--- config.mk ---
export PLATFORM = sky130hd
export DESIGN_NAME = cic_interpolator_flat
export DESIGN_NICKNAME = d
export VERILOG_FILES = /design/src/rtl/cic_interpolator_if.sv /design/src/rtl/cic_interpolator.sv /design/src/flat_wrapper.sv
export SDC_FILE = /design/constraint.sdc
export NUM_CORES = 1
export LEC_CHECK = 0
export CORE_ASPECT_RATIO = 1.2
export CORE_UTILIZATION = 63
export DETAILED_ROUTE_END_ITERATION = 8
export PLACE_DENSITY_LB_ADDON = 0.12
export SETUP_SLACK_MARGIN = 0.5
export SYNTH_ARGS = -nofsm -noshare
export SYNTH_HDL_FRONTEND = slang
export SYNTH_SLANG_ARGS = --single-unit
--- constraint.sdc ---
create_clock -name clk -period 10.3 [get_ports clk]
set_input_delay 3.09 -clock clk [delete_from_list [all_inputs] [get_ports clk]]
set_output_delay 3.09 -clock clk [all_outputs]
set_load 0.02 [all_outputs]
--- src/rtl/cic_interpolator_if.sv ---
// Streaming port bundle for cic_interpolator: ready/valid sample input,
// output-advance enable, registered output and underflow flag.
interface cic_interpolator_if #(
  parameter int INPUT_WIDTH  = 32,
  parameter int OUTPUT_WIDTH = 32
);
  logic signed [INPUT_WIDTH-1:0]  data_in;
  logic                           data_valid;
  logic                           data_ready;
  logic                           out_ready;
  logic signed [OUTPUT_WIDTH-1:0] data_out;
  logic                           output_valid;
  logic                           underflow;

  modport master (
    output data_in, data_valid, out_ready,
    input  data_ready, data_out, output_valid, underflow
  );

  modport slave (
    input  data_in, data_valid, out_ready,
    output data_ready, data_out, output_valid, underflow
  );
endinterface

--- src/rtl/cic_interpolator.sv ---
// N-stage CIC interpolator: combs at input rate, zero-stuff by R, integrators at output rate.
// Optional macro CIC_INTERP_ROUND_EN: round half up before the gain-normalising shift.
module cic_interpolator #(
  parameter int INPUT_WIDTH   = 32,
  parameter int OUTPUT_WIDTH  = 32,
  parameter int STAGES        = 3,
  parameter int INTERPOLATION = 8,
  parameter int DIFF_DELAY    = 1
) (
  input  logic                clk,
  input  logic                rst_n,
  cic_interpolator_if.slave   bus
);
  localparam int RM_LOG2    = $clog2(INTERPOLATION * DIFF_DELAY);
  localparam int R_LOG2     = $clog2(INTERPOLATION);
  localparam int GAIN_SHIFT = STAGES * RM_LOG2 - R_LOG2;
  localparam int ACC_WIDTH  = INPUT_WIDTH + GAIN_SHIFT;
  localparam int PW         = R_LOG2;
  localparam int SW         = (ACC_WIDTH > OUTPUT_WIDTH) ? ACC_WIDTH : OUTPUT_WIDTH;
  localparam logic [PW-1:0] PHASE_LAST = PW'(INTERPOLATION - 1);
  localparam logic signed [SW-1:0] SAT_MAX =
    {{(SW-OUTPUT_WIDTH+1){1'b0}}, {(OUTPUT_WIDTH-1){1'b1}}};
  localparam logic signed [SW-1:0] SAT_MIN =
    {{(SW-OUTPUT_WIDTH+1){1'b1}}, {(OUTPUT_WIDTH-1){1'b0}}};

  typedef enum logic {IDLE, RUN} state_t;

  state_t                         state_q, state_d;
  logic [PW-1:0]                  phase_q, phase_d;
  logic signed [ACC_WIDTH-1:0]    integ_q [STAGES];
  logic signed [ACC_WIDTH-1:0]    integ_d [STAGES];
  logic signed [ACC_WIDTH-1:0]    dly_q   [STAGES][DIFF_DELAY];
  logic signed [ACC_WIDTH-1:0]    dly_d   [STAGES][DIFF_DELAY];
  logic signed [OUTPUT_WIDTH-1:0] data_out_q, data_out_d;
  logic                           output_valid_q, output_valid_d;

  logic                           data_ready;
  logic                           accept;
  logic                           advance;
  logic                           underflow;
  logic signed [ACC_WIDTH-1:0]    comb_in [STAGES+1];
  logic signed [ACC_WIDTH-1:0]    acc_biased;
  logic signed [ACC_WIDTH-1:0]    acc_shifted;
  logic signed [SW-1:0]           acc_wide;
  logic signed [OUTPUT_WIDTH-1:0] sat_value;

  assign data_ready = bus.out_ready && (phase_q == '0);
  assign accept     = data_ready && bus.data_valid;
  assign advance    = bus.out_ready && ((phase_q != '0) || accept);
  assign underflow  = (state_q == RUN) && (phase_q == '0) && bus.out_ready && !bus.data_valid;

  // Comb section is a purely combinational chain evaluated once per accepted sample.
  assign comb_in[0] = ACC_WIDTH'($signed(bus.data_in));
  generate
    for (genvar gi = 0; gi < STAGES; gi++) begin : g_comb
      assign comb_in[gi+1] = comb_in[gi] - dly_q[gi][DIFF_DELAY-1];
    end
  endgenerate

`ifdef CIC_INTERP_ROUND_EN
  localparam logic signed [ACC_WIDTH-1:0] ROUND_BIAS =
    ({{(ACC_WIDTH-1){1'b0}}, 1'b1} << GAIN_SHIFT) >> 1;
  assign acc_biased = integ_q[STAGES-1] + ROUND_BIAS;
`else
  assign acc_biased = integ_q[STAGES-1];
`endif

  assign acc_shifted = acc_biased >>> GAIN_SHIFT;
  assign acc_wide    = SW'(acc_shifted);

  always_comb begin
    sat_value = OUTPUT_WIDTH'(acc_wide);
    if (acc_wide > SAT_MAX) begin
      sat_value = OUTPUT_WIDTH'(SAT_MAX);
    end else if (acc_wide < SAT_MIN) begin
      sat_value = OUTPUT_WIDTH'(SAT_MIN);
    end
  end

  always_comb begin
    dly_d = dly_q;
    if (accept) begin
      for (int k = 0; k < STAGES; k++) begin
        dly_d[k][0] = comb_in[k];
        for (int j = 1; j < DIFF_DELAY; j++) begin
          dly_d[k][j] = dly_q[k][j-1];
        end
      end
    end
  end

  always_comb begin
    state_d        = state_q;
    phase_d        = phase_q;
    integ_d        = integ_q;
    data_out_d     = data_out_q;
    output_valid_d = 1'b0;
    if (advance) begin
      // Zero-stuffing: the comb output enters only on the phase-0 slot.
      integ_d[0] = integ_q[0] + ((phase_q == '0) ? comb_in[STAGES] : '0);
      for (int k = 1; k < STAGES; k++) begin
        integ_d[k] = integ_q[k] + integ_q[k-1];
      end
      phase_d        = (phase_q == PHASE_LAST) ? '0 : phase_q + 1'b1;
      data_out_d     = sat_value;
      output_valid_d = 1'b1;
    end
    if (accept) begin
      state_d = RUN;
    end
  end

  always_ff @(posedge clk or negedge rst_n) begin
    if (!rst_n) begin
      state_q        <= IDLE;
      phase_q        <= '0;
      data_out_q     <= '0;
      output_valid_q <= 1'b0;
      for (int k = 0; k < STAGES; k++) begin
        integ_q[k] <= '0;
        for (int j = 0; j < DIFF_DELAY; j++) begin
          dly_q[k][j] <= '0;
        end
      end
    end else begin
      state_q        <= state_d;
      phase_q        <= phase_d;
      data_out_q     <= data_out_d;
      output_valid_q <= output_valid_d;
      integ_q        <= integ_d;
      dly_q          <= dly_d;
    end
  end

  assign bus.data_ready   = data_ready;
  assign bus.data_out     = data_out_q;
  assign bus.output_valid = output_valid_q;
  assign bus.underflow    = underflow;
endmodule

--- src/flat_wrapper.sv ---
// flat-port wrapper written by rule: the top's interface ports become plain ports
module cic_interpolator_flat 
#(
  parameter int INPUT_WIDTH   = 32,
  parameter int OUTPUT_WIDTH  = 32,
  parameter int STAGES        = 3,
  parameter int INTERPOLATION = 8,
  parameter int DIFF_DELAY    = 1
)
  (clk, rst_n, bus_data_in, bus_data_valid, bus_out_ready, bus_data_ready, bus_data_out, bus_output_valid, bus_underflow);
  cic_interpolator_if #(.INPUT_WIDTH(INPUT_WIDTH), .OUTPUT_WIDTH(OUTPUT_WIDTH)) bus_i ();
  input  logic clk;
  input  logic rst_n;
  input wire logic [$bits(bus_i.data_in)-1:0] bus_data_in;
  input wire logic [$bits(bus_i.data_valid)-1:0] bus_data_valid;
  input wire logic [$bits(bus_i.out_ready)-1:0] bus_out_ready;
  output wire logic [$bits(bus_i.data_ready)-1:0] bus_data_ready;
  output wire logic [$bits(bus_i.data_out)-1:0] bus_data_out;
  output wire logic [$bits(bus_i.output_valid)-1:0] bus_output_valid;
  output wire logic [$bits(bus_i.underflow)-1:0] bus_underflow;
  assign bus_i.data_in = bus_data_in;
  assign bus_i.data_valid = bus_data_valid;
  assign bus_i.out_ready = bus_out_ready;
  assign bus_data_ready = bus_i.data_ready;
  assign bus_data_out = bus_i.data_out;
  assign bus_output_valid = bus_i.output_valid;
  assign bus_underflow = bus_i.underflow;
  cic_interpolator #(.INPUT_WIDTH(INPUT_WIDTH), .OUTPUT_WIDTH(OUTPUT_WIDTH), .STAGES(STAGES), .INTERPOLATION(INTERPOLATION), .DIFF_DELAY(DIFF_DELAY)) u_core (.clk(clk), .rst_n(rst_n), .bus(bus_i));
endmodule
---- Yosys cells after proc, flatten, opt, wreduce, memory -nomap -nowiden ----
Cells that the tools add are included.
Widths: inputs -> output; s select.
word-level totals
  register bits ........................... 259
  input bits .............................. 36
  logic and storage cells ................. 35
operators by class
  $add $sub $neg .......................... 7
  order comparisons ....................... 2
  multiplexer cells ....................... 5
  equal/unequal tests ..................... 1
  reductions and logical operators ........ 10
operators by type and width
  cell                  number
  $add 38x38->38        3
  $sub 38x38->38        2
  $mux 32               2
  $mux 38               1
  $sub 32x32->33        1
  $gt 32x32->1 const B  1
  $lt 32x32->1 const B  1
  $logic_and 1x1->1     6
  $add 3x1->3 const B   1
  $eq 3x3->1 const B    1
  $logic_not 3->1       1
  $mux 3                1
  $reduce_bool 3->1     1
  $logic_not 1->1       1
  $logic_or 1x1->1      1
  $mux 1                1

---- Logic depth before layout (Yosys ltp) ----
  depth in word-level cells ............... 6
  mapped depth ............................ 43
  depth with buffers taken out ............ 43

---- Worst setup path before layout ----
Ideal clock, no wire load.
  path type ............................... input-to-reg
  start point ............................. in bus_data_in[1]
  end point ............................... reg u_core.integ_q[113] (netlist bit)
  data required time ...................... 10.176 ns
  setup time .............................. 0.124 ns
  stages .................................. 36
  arrival time ............................ 10.574 ns
  path slack .............................. -0.398 ns
  cell sequence ........................... ha_1 > nor2b_1 > o21ai_0 > a21boi_1 > o41a_1 > or3_1 > a21o_1 > a21oi_1 > xnor2_1 > ha_1 > a21o_1 > a21o_1 > a21o_1 > a21o_1 > a21o_1 > o41ai_1 > o21bai_1 > a21o_1 > xor2_1 > ha_1 > nand2_1 > o21ai_0 > o41ai_1 > o2111ai_1 > o21ai_0 > xor2_1 > nor2_1 > ha_1 > nand2_1 > nor2_1 > nand2_1 > o41ai_1 > o31ai_1 > o21a_1 > mux4_2 > a211o_1
RTL lines
  element                 line                     source
  start: declaration      flat_wrapper.sv:14       input wire logic [$bits(bus_i.data_in)-1:0] bus_data_in;
  end signal: assignment  cic_interpolator.sv:130  integ_q <= integ_d;
  end: declaration        cic_interpolator.sv:30   logic signed [ACC_WIDTH-1:0] integ_q [STAGES];

==> results.txt <==
----------------------------------------------------
[Final layout]
  Area overhead of the layout relative to synthesis ... 24.5%
  Commonest cells after routing, fill and taps aside ... 381 x nand2_1, 305 x buf_4, 258 x o21ai_0
  Fraction of final layout cells sized beyond drive strength 1 ... between 15 and 20%
  # nets final ... around 3000
  Number of inserted diodes ... 0
  Most common cell after layout, fill and taps aside ... nand2_1

[Timing]
  Fmax ... a little under 100 MHz
  Finish-stage setup viols ... 0
  Setup repair after global routing missed its margin ... true
  Pin slew with the least headroom to its limit ... 1.05 ns
  Worst hold margin ... 0.467 ns
  Worst clock skew ... roughly 0.027 ns
  Final critical-path required period ... roughly 10 ns
  Fin. max-slew vios ... 0
  Final cycle utilization of the critical path ... about 100%
  Slew Limit Headroom ... ~28%
  Final Hold Vio Count ... 0

[Setup path]
  Logic depth of the worst register-to-register path ... 41
  CP endpoint kind ... flip-flop
  Highest net fanout along the worst path ... 3
  Slowest cell on crit path ... a311o_1
  Internal reg-to-reg setup slack ... roughly 2.2 ns
  Critical path's most frequent cell ... a21o_1
  Required time worst endpoint ... between 10 and 15 ns
  Type of the worst setup path ... primary input to flip-flop
  Worst flop-to-flop path startpoint ... u_core.dly_q[77]
  Reg-to-reg critical path endpoint ... u_core.integ_q[113]
  Worst path arrival time ... roughly 11 ns
  Launching element type of the critical path ... primary input
  Slowest cell delay on critical path ... just under 0.4 ns
  CP Capture Point ... u_core.integ_q[113]
  Critical Path Source ... bus_data_in[0]

[Synthesis]
  Post-synth cell types ... 76
  Nets in the synthesized netlist ... about 2700
  Total standard cell area after synthesis ... slightly below 20000 sq um
  Share of the yosys chip area belonging to registers ... 32.1%
  Post-synthesis area per instance ... around 8.2 sq um
  Yosys Warn Count ... 0
  Number of flip-flops and latches in the synthesized netlist ... ~250
  Number of synthesized flops with an enable pin ... 0
  Cell count after synthesis ... 2405
  Async set-or-reset flop fraction in the synthesized netlist ... between 90% and 100%
  Main synth FF type ... dfrtp_1

[Status]
  Run status ... finished, final reports clean

[Detailed routing]
  DRC violation total after the first TritonRoute iteration ... between 900 and 1000
  Average wire per cell in the routed design ... between 15 and 20 microns
  Routed via count divided by cell count ... around 5.7
  WL met2 ... around 25 mm
  Number of vias after detailed routing ... 17900
  Detailed-route DRC error count ... 0
  Final routed wirelength across all metal layers ... around 48 mm
  Routed Antenna Nets ... 0
  DRT Pass-1 Iters ... 5
  Routed length on met3 ... ~1.4 mm
  Highest routed layer ... met4
  Met1 Routed Length ... about 20 mm

[CTS]
  CTS tree ... built
  H-Tree Level Count ... 1
  Clock input transition at the sequential cells of the worst setup and hold paths ... ~0.06 ns
  Clock latency at the later pin of the worst-skew pair ... 0.57 ns
  Clk Tree Root Cell ... clkbuf_16
  Number of sinks handled by clock tree synthesis ... 254
  Largest buffer count on any clock path ... 3
  Clock buffer count from CTS ... 29

[Placement]
  Global placer's final weighted congestion ... 0.953
  Post-DP HPWL ... 33.1 mm
  Buffers added on ports ... 70

[GRT]
  Total global routing overflow ... 0
  Antenna violations before repair ... 0
  Overall routing resource usage ... slightly below 30%
  Global-route wire length before repair ... 78.9 mm
  Vias in the first global route ... about 18000
  Maximum number of pins on one net before global-route repair ... ~260

[Floorplanning]
  Die footprint ... 32200 sq um
  # rows ... 70
  Die extent in y ... slightly below 200 microns
  Initial standard-cell utilization of the core ... ~64%
  Std-Cell Core Area ... 30700 sq um
  Die boundary width ... 164 microns
  Ports placed on the boundary ... 71

[Hold path]
  Type of the worst min-delay path ... flip-flop to flip-flop

[Flow run]
  Count of max-cap constraint violations ... 0

----------------------------------------------------
## synthesized netlist by cell type, drive strengths merged (4+ instances only)
cell,n,area (sq um)
nand4,19,125
or3,8,51.3
a221oi,4,35.0
and3,21,131
a211oi,11,82.6
mux2i,4,40.0
a21boi,9,67.6
o41ai,5,43.8
fa,6,120
nor2,136,510
o21a,33,248
o21bai,20,150
nor4,4,25.0
nand2,382,1430
nand3,26,130
nor3b,7,52.6
o31a,6,52.6
buf,5,51.3
xor2,77,674
nand2b,40,250
or2,5,31.3
inv,161,604
a21o,106,796
a31oi,17,106
o22ai,5,31.3
xnor2,103,910
nor2b,37,239
a31o,6,52.6
ha,216,2700
a41oi,6,52.6
mux2,11,124
nor3,35,175
and4,6,52.6
a211o,13,114
clkbuf,66,248
o211ai,10,80.1
a21oi,171,863
o2111ai,5,43.8
dfrtp,254,6360
o31ai,13,103
o21ai,286,1440
and2,13,81.3
## worst min-delay path by stage
stage,startpoint,endpoint,slack [ns],depth (start not counted)
after floorplan,u_core.state_q,u_core.state_q,0.43,1
after global placement,u_core.bus.data_out[21],u_core.bus.data_out[21],0.46,2
after detailed placement,u_core.bus.data_out[10],u_core.bus.data_out[10],0.46,2
after CTS,u_core.bus.data_out[10],u_core.bus.data_out[10],0.47,2
after global routing,u_core.bus.data_out[14],u_core.bus.data_out[14],0.49,2
final,u_core.bus.data_out[13],u_core.bus.data_out[13],0.47,2
## through the flow
step | worst slack (ns) | std cells | area (sq um) | utilization (%) | setup TNS, ns
2_1_floorplan | 0.226 | 2405 | 20000 | - | 0
3_3_place_gp | -0.748 | 3069 | 22900 | 74.5 | -4.77
3_5_place_dp | -0.962 | 3069 | 22900 | 74.5 | -7.28
4_1_cts | 0.215 | 3148 | 24300 | 79.2 | 0
5_1_grt | -0.268 | 3162 | 24700 | 80.3 | -0.539
6_report | 0.0203 | 3162 | 24700 | 80.3 | 0
## metal layers
layer | up-vias | global-route usage, %
met1 | 8314 | 33.0
met5 | - | 0
met3 | 130 | 2.69
met2 | 386 | 54.8
li1 | 9119 | -
met4 | 0 | 12.3
## final cells by class
class	count	area, sq um
Sequential cell	254	6360
Clock inverter	3	43.8
Clock buffer	41	831
Inverter	162	611
Fill cell	2026	6060
Timing Repair Buffer	388	3150
Multi-Input combinational cell	1918	13200
Tap cell	396	495
## flip-flops by register name, indices dropped and copies added (netlist names)
signal                   cells
u_core.acc_biased           38
u_core.dly_q               103
u_core.bus.output_valid      1
u_core.phase_q               3
u_core.integ_q              76
u_core.bus.data_out         32
u_core.state_q               1
## worst max-delay path: cells and delay by family
kind                       cells  cell delay [ns]
adders and majority gates      5             1.31
AOI/OAI and AO/OA             20             4.18
buffers and inverters          6             0.61
and+or+nand+nor                9             1.07
xor gates and xnor gates       3             0.48
## logic make-up after synthesis
group / after synthesis / synth area share [%]
AOI/OAI and AO/OA: 751 / 23.2
xor gates and xnor gates: 180 / 7.99
adders and majority gates: 222 / 14.2
buffers and inverters: 233 / 4.57
muxes: 16 / 0.940
DFF: 254 / 32.1
and+or+nand+nor: 749 / 17.0
## what timing repair did
item	CTS	global route
resized for setup	82	68
setup endpoints to repair	16	18
setup buffers	35	14
cloned	0	0
pin swaps	77	67
hold buffers	0	0
Power is not shown: default switching activity piles up to over one toggle a cycle in this logic, so the estimate is an artifact.
